===== config.mk =====
export PLATFORM = sky130hd
export DESIGN_NAME = md_sequencer
export DESIGN_NICKNAME = d
export VERILOG_FILES = /design/src/rtl/md_sequencer_pkg.sv /design/src/rtl/md_sequencer_alu.sv /design/src/rtl/md_sequencer.sv
export SDC_FILE = /design/constraint.sdc
export NUM_CORES = 1
export LEC_CHECK = 0
export ABC_AREA = 1
export CORE_MARGIN = 1.5
export CORE_UTILIZATION = 34
export CTS_CLUSTER_DIAMETER = 120
export DETAILED_ROUTE_END_ITERATION = 12
export PLACE_DENSITY_LB_ADDON = 0.2
export SYNTH_ARGS = -nofsm -noshare
export SYNTH_HDL_FRONTEND = slang
export SYNTH_SLANG_ARGS = --single-unit

===== constraint.sdc =====
create_clock -name clk -period 6 [get_ports clk]
set_input_delay 0.6 -clock clk [delete_from_list [all_inputs] [get_ports clk]]
set_output_delay 0.6 -clock clk [all_outputs]
set_load 0.02 [all_outputs]

===== src/rtl/md_sequencer_pkg.sv =====
// -----------------------------------------------------------------------------
// md_sequencer_pkg
// Shared definitions for the multiply/divide sequencer: operation codes,
// ALU operation codes, FSM state encodings and a magnitude helper.
// -----------------------------------------------------------------------------
package md_sequencer_pkg;

   typedef enum logic [1:0] {
      MD_MULT  = 2'b00,
      MD_MULTU = 2'b01,
      MD_DIV   = 2'b10,
      MD_DIVU  = 2'b11
   } mdop_t;

   typedef enum logic [1:0] {
      ALU_ADD = 2'b00,
      ALU_SUB = 2'b01,
      ALU_OR  = 2'b10,
      ALU_SLT = 2'b11
   } alu_op_t;

   typedef enum logic [1:0] {
      ST_IDLE = 2'b00,
      ST_CALC = 2'b01,
      ST_FIX  = 2'b10
   } state_t;

   // Wide enough to count 0..32 iterations.
   localparam int CNT_W = 6;

   // Magnitude of a two's-complement value for signed ops; raw value otherwise.
   // 0x8000_0000 maps to itself, which is the correct unsigned magnitude.
   function automatic logic [31:0] abs32(input logic [31:0] v, input logic is_signed);
      return (is_signed && v[31]) ? -v : v;
   endfunction

endpackage


===== src/rtl/md_sequencer_alu.sv =====
// -----------------------------------------------------------------------------
// md_sequencer_alu
// 32-bit ALU shared by the sequencer's iteration step.
// Ports:
//   a, b   : operands
//   op     : ALU_ADD / ALU_SUB / ALU_OR / ALU_SLT
//   y      : result
//   carry  : carry out of add; for sub, 1 means no borrow (a >= b unsigned)
// -----------------------------------------------------------------------------
module md_sequencer_alu
   import md_sequencer_pkg::*;
(
   input  logic [31:0] a,
   input  logic [31:0] b,
   input  alu_op_t     op,
   output logic [31:0] y,
   output logic        carry
);

   always_comb begin
      // NOTE: every output gets a default first so no path leaves it unassigned,
      // which would otherwise infer a latch.
      y     = '0;
      carry = 1'b0;
      case (op)
         ALU_ADD: {carry, y} = {1'b0, a} + {1'b0, b};
         ALU_SUB: {carry, y} = {1'b0, a} + {1'b0, ~b} + 33'd1;
         ALU_OR:  y = a | b;
         ALU_SLT: y = {31'b0, ($signed(a) < $signed(b))};
         default: y = '0;
      endcase
   end

endmodule


===== src/rtl/md_sequencer.sv =====
// -----------------------------------------------------------------------------
// md_sequencer
// Iterative 32x32 multiply / 32/32 divide unit with HI/LO result registers.
// One shift-add (mult) or restoring-divide step per clock through a shared ALU.
// Ports:
//   clk, reset     : clock, asynchronous active-high reset
//   start, mdop    : begin mult / multu / div / divu (ignored while busy)
//   A, B           : multiplicand/dividend, multiplier/divisor
//   hi_we, lo_we,
//   wdata          : direct HI/LO writes, accepted only in IDLE without start
//   busy           : operation in progress
//   done           : one-cycle pulse when HI/LO take a new result
//   hi, lo         : result registers
// -----------------------------------------------------------------------------
module md_sequencer
   import md_sequencer_pkg::*;
#(
   parameter int          ITERS   = 32,
   parameter logic [31:0] DIV0_LO = 32'hFFFF_FFFF
)(
   input  logic        clk,
   input  logic        reset,
   input  logic        start,
   input  logic [1:0]  mdop,
   input  logic [31:0] A,
   input  logic [31:0] B,
   input  logic        hi_we,
   input  logic        lo_we,
   input  logic [31:0] wdata,
   output logic        busy,
   output logic        done,
   output logic [31:0] hi,
   output logic [31:0] lo
);

   state_t             state, state_next;
   logic               accept, iter_en, finish;
   logic [CNT_W-1:0]   count;

   // Working registers: acc_hi is product-high / partial remainder,
   // acc_lo is multiplier-then-product-low / dividend-then-quotient.
   logic [31:0]        acc_hi, acc_lo, mcand;
   logic               div_op, neg_q, neg_r, div0;
   logic               start_signed;

   alu_op_t            alu_op;
   logic [31:0]        alu_a, alu_b, alu_y;
   logic               alu_c, div_ok;

   logic [63:0]        prod_fix;
   logic [31:0]        quot_fix, rem_fix;

   // ---------------------------------------------------------------- FSM
   always_ff @(posedge clk or posedge reset) begin
      // NOTE: sequential state uses non-blocking assignments so every register
      // samples pre-edge values regardless of statement order.
      if (reset) state <= ST_IDLE;
      else       state <= state_next;
   end

   always_comb begin
      state_next = state;
      accept     = 1'b0;
      iter_en    = 1'b0;
      finish     = 1'b0;
      case (state)
         ST_IDLE: if (start) begin
            accept     = 1'b1;
            state_next = ST_CALC;
         end
         ST_CALC: begin
            iter_en = 1'b1;
            if (count == CNT_W'(ITERS - 1)) state_next = ST_FIX;
         end
         ST_FIX: begin
            finish     = 1'b1;
            state_next = ST_IDLE;
         end
         default: state_next = ST_IDLE;
      endcase
   end

   // ---------------------------------------------------------------- ALU step
   md_sequencer_alu u_alu (
      .a     (alu_a),
      .b     (alu_b),
      .op    (alu_op),
      .y     (alu_y),
      .carry (alu_c)
   );

   always_comb begin
      if (div_op) begin
         // Trial subtract of the divisor from {remainder, next dividend bit}.
         // The shifted value is 33 bits; its top bit lives in acc_hi[31].
         alu_op = ALU_SUB;
         alu_a  = {acc_hi[30:0], acc_lo[31]};
         alu_b  = mcand;
      end else begin
         alu_op = ALU_ADD;
         alu_a  = acc_hi;
         alu_b  = acc_lo[0] ? mcand : '0;
      end
   end

   // Subtraction is non-negative if the 33-bit shifted value carried a top bit
   // or the 32-bit subtract produced no borrow; otherwise restore.
   assign div_ok = acc_hi[31] | alu_c;

   assign start_signed = ~mdop[0];

   // ---------------------------------------------------------------- sign fix
   assign prod_fix = neg_q ? -{acc_hi, acc_lo} : {acc_hi, acc_lo};
   assign quot_fix = neg_q ? -acc_lo : acc_lo;
   assign rem_fix  = neg_r ? -acc_hi : acc_hi;

   // ---------------------------------------------------------------- datapath
   always_ff @(posedge clk or posedge reset) begin
      if (reset) begin
         count  <= '0;
         acc_hi <= '0;
         acc_lo <= '0;
         mcand  <= '0;
         div_op <= 1'b0;
         neg_q  <= 1'b0;
         neg_r  <= 1'b0;
         div0   <= 1'b0;
         busy   <= 1'b0;
         done   <= 1'b0;
         hi     <= '0;
         lo     <= '0;
      end else begin
         done <= 1'b0;
         if (accept) begin
            div_op <= mdop[1];
            acc_hi <= '0;
            acc_lo <= abs32(A, start_signed);
            mcand  <= abs32(B, start_signed);
            neg_q  <= start_signed & (A[31] ^ B[31]);
            neg_r  <= start_signed & A[31];
            div0   <= mdop[1] & (B == '0);
            count  <= '0;
            busy   <= 1'b1;
         end else if (iter_en) begin
            count <= count + CNT_W'(1);
            if (div_op) begin
               acc_hi <= div_ok ? alu_y : alu_a;
               acc_lo <= {acc_lo[30:0], div_ok};
            end else begin
               // Add into the upper half, then shift the 65-bit accumulator right.
               acc_hi <= {alu_c, alu_y[31:1]};
               acc_lo <= {alu_y[0], acc_lo[31:1]};
            end
         end else if (finish) begin
            busy <= 1'b0;
            done <= 1'b1;
            if (div_op) begin
               // With a zero divisor the remainder path yields |A|, and the
               // dividend-sign fix restores A exactly.
               hi <= rem_fix;
               lo <= div0 ? DIV0_LO : quot_fix;
            end else begin
               {hi, lo} <= prod_fix;
            end
         end else if (state == ST_IDLE) begin
            if (hi_we) hi <= wdata;
            if (lo_we) lo <= wdata;
         end
      end
   end

endmodule


==> results.cfg <==
[outcome]
status = finished, violations left
violations = DRC

[die]
initial_utilization_pct = 34.5
io_pins = 169
dieHeight_um = 234
die_area_um2 = 55000
rows = 84
core_um2 = 52800
die_x_um = 234

[synth]
seq_area_frac_synth_pct = 23.9
ys_types = 53
synth-async-reset-ratio_pct = 100
synth_edf_count = 0
synthCells = 3153
synth_top_cell_area_share_pct = 23.9
yosysWarnings = 0
synth_ff_type = dfrtp_1
synth_area_leaders = dfrtp_1, nand2_1, nor2_1
synth_area_leader_cell = dfrtp_1
syn_area_um2 = 18200
avgSynthCellArea_um2 = 5.78
synth_seq_cells = 174
syn_nets = 3327

[final_layout]
diodes = 0
final_util_pct = 39.9
area_growth_pct = 15.7
layout.nets = 3413
drive_gt1_share_pct = 4.15
stdcell_count = 3940
fillers = 5942

[worst_setup_path]
crit_path_max_incr_delay_ns = 0.51
cp_data_arrival_time_ns = 4.47
worstSetupPathType = reg2reg
rrSetupSlack_ns = 1.95
cpMostUsedCell = nand2_1
worstPathMaxFanout = 36
start_kind = flop
critPathRequiredTime_ns = 6.42
slowest_stage = dfrtp_4
worst_setup_path_end_kind = flop
rr_worst_depth = 21
timing.rr.end = acc_hi[23]$_DFFE_PP0N_
r2r_start = div_op$_DFFE_PP0P_
path_cells = clkinv_2, buf_4, nand2_1, nand2_1, inv_1, fa_1, inv_1, nand2_1, nand3_2, nand2_1, nand2_1, nand2_2, nand2_2, nand2_2, a21oi_4, nand2_4, inv_6, nand2_1, nand2_1, nand2_1, nand2_1

[clock_tree]
ctsResizeCount = 0
ctsHoldBuffers = 0
cts.sinks = 174
clkTransAtPathRegs_ns = 0.07
post-cts-setup-buffer-count = 0
clock_latency_ns = 0.48
cts_root_buffer = clkbuf_16
cts_htree_levels = 4
cts_tree = yes
cts-buffers-inserted = 17
clockBufferDepth = 2

[placement]
io_buffers = 168
hpwl_um = 58800
dp_cells = 3908
gp_congestion = 0.998

[min_path]
worstHoldStart = count[5]$_DFFE_PP0N_
holdPathEnd = state[1]$_DFFE_PP0P_
hold_path_class = reg2reg
hold_depth = 1

[detailed_routing]
dr.pass1.iters = 12
via_per_inst = 5.20
wl_per_cell_um = 18.6
drc = 1
drt-initial-drc-count = 1979
via_count = 20500
drt_wl_total_um = 73300
drtAntennaViolNets = 0

[sta]
slew_headroom_pct = 28.9
rsz0062_at_grt = no
post-route-min-period_ns = 4.05
hold_viol = 0
worst_slew_pin_slew_ns = 1.07
fmax_mhz = 247
skew_ns = 0.0101
setup_viol = 0
drv_slew = 0
finalSetupTns_ns = 0
min_period_over_period_pct = 67.6

[global_route]
grt_pass1_wl_um = 111000
grt_pass1_vias = 18600
antenna_found_initial = 0
grt_max_degree = 90
grt.total_usage_pct = 26.6
grt_overflow = 0

[flow_run]
maxCapViolCount = 0
==> stage by stage <==
stage                     setup slack (ns)  area (µm²)  hold WS, ns
after global placement                2.03       20400        0.421
after global routing                  1.59       21100        0.463
after floorplan                      0.683       18200        0.409
after detailed placement              2.04       20400        0.423
after CTS                             2.02       21100        0.435
final                                 1.95       21100        0.434
==> registers in the layout (all words and copies together) (netlist names) <==
name    cells
hi         32
neg_q       1
count       6
acc_hi     32
busy        1
done        1
acc_lo     32
state       2
div0        1
neg_r       1
mcand      32
div_op      1
lo         32
==> per-layer routing <==
layer / wire [µm] / vias up / track usage (%) / part of all wire, %
li1: - / 10300 / - / -
met1: 34700 / 9272 / 39.0 / 47
met2: 30100 / 776 / 38.3 / 41
met3: 6200 / 105 / 5.63 / 8.5
met4: 2250 / 0 / 8.90 / 3.1
met5: 0 / - / 0 / 0
==> cell usage in the layout, fill, tap and decap left out, types with 17 or more instances in the layout <==
cell	netlist	final
a21oi_1	198	198
a31oi_1	47	47
buf_4	3	26
clkbuf_16	0	17
clkdlybuf4s50_1	0	168
dfrtp_1	174	173
ha_1	69	69
inv_1	370	367
inv_2	23	24
nand2_1	1000	1000
nand3_1	254	254
nand4_1	32	32
nor2_1	382	379
nor3_1	48	47
o211ai_1	27	27
o21ai_0	214	214
xor2_1	64	64
==> cell usage after synthesis (4+ instances only) <==
| cell type | count |
|---|---|
| a21oi_1 | 198 |
| a21oi_2 | 4 |
| a31oi_1 | 47 |
| buf_1 | 19 |
| buf_2 | 27 |
| clkbuf_1 | 76 |
| dfrtp_1 | 174 |
| ha_1 | 69 |
| inv_1 | 370 |
| inv_2 | 23 |
| nand2_1 | 1000 |
| nand2_2 | 6 |
| nand3_1 | 254 |
| nand3_2 | 5 |
| nand3b_1 | 13 |
| nand4_1 | 32 |
| nor2_1 | 382 |
| nor2_2 | 11 |
| nor2_4 | 6 |
| nor3_1 | 48 |
| o211ai_1 | 27 |
| o21ai_0 | 214 |
| o21ai_1 | 14 |
| o21bai_1 | 12 |
| o31ai_1 | 8 |
| or2_2 | 6 |
| xor2_1 | 64 |
==> worst max path at each step <==
stage	start	to	slack [ns]	cells after the start
global route	div_op$_DFFE_PP0P_	acc_hi[23]$_DFFE_PP0N_	1.59	21
floorplan	reset	acc_hi[0]$_DFFE_PP0N_	0.68	1
CTS	div_op$_DFFE_PP0P_	acc_hi[23]$_DFFE_PP0N_	2.02	21
global placement	div_op$_DFFE_PP0P_	acc_hi[31]$_DFFE_PP0N_	2.03	21
finish	div_op$_DFFE_PP0P_	acc_hi[23]$_DFFE_PP0N_	1.95	21
detailed placement	div_op$_DFFE_PP0P_	acc_hi[23]$_DFFE_PP0N_	2.04	21
==> cell families (layout without fill, tap and decap cells) <==
logic type	after synthesis	in the layout	share of synthesized area, %
xor gates and xnor gates	67	67	3.22
AOI/OAI and AO/OA	542	542	16.3
adders and majority gates	71	71	4.96
buffers and inverters	525	624	11.2
DFF	174	174	23.9
and+or+nand+nor	1774	1774	40.3
==> cell type report <==
cell class	count	area (µm²)	share of cell area [%]
multi-input combinational	2454	11800	56.1
tap	688	861	4.08
inverter	397	1500	7.12
sequential	174	4360	20.7
timing repair buffer	195	1900	9.00
clock buffer	20	447	2.12
clock inverter	12	185	0.879
==> critical path, delay by kind of cell, from the launching register on <==
family | cells | cell delay, ns
compound gates | 1 | 0.41
fa+ha+maj | 1 | 0.45
buf+inv | 5 | 1.19
flops | 1 | 0.51
simple gates | 14 | 1.41
Power is left out: the tool's default activity adds up to more than one toggle a clock period on the data nets, which glitch-free logic cannot reach.
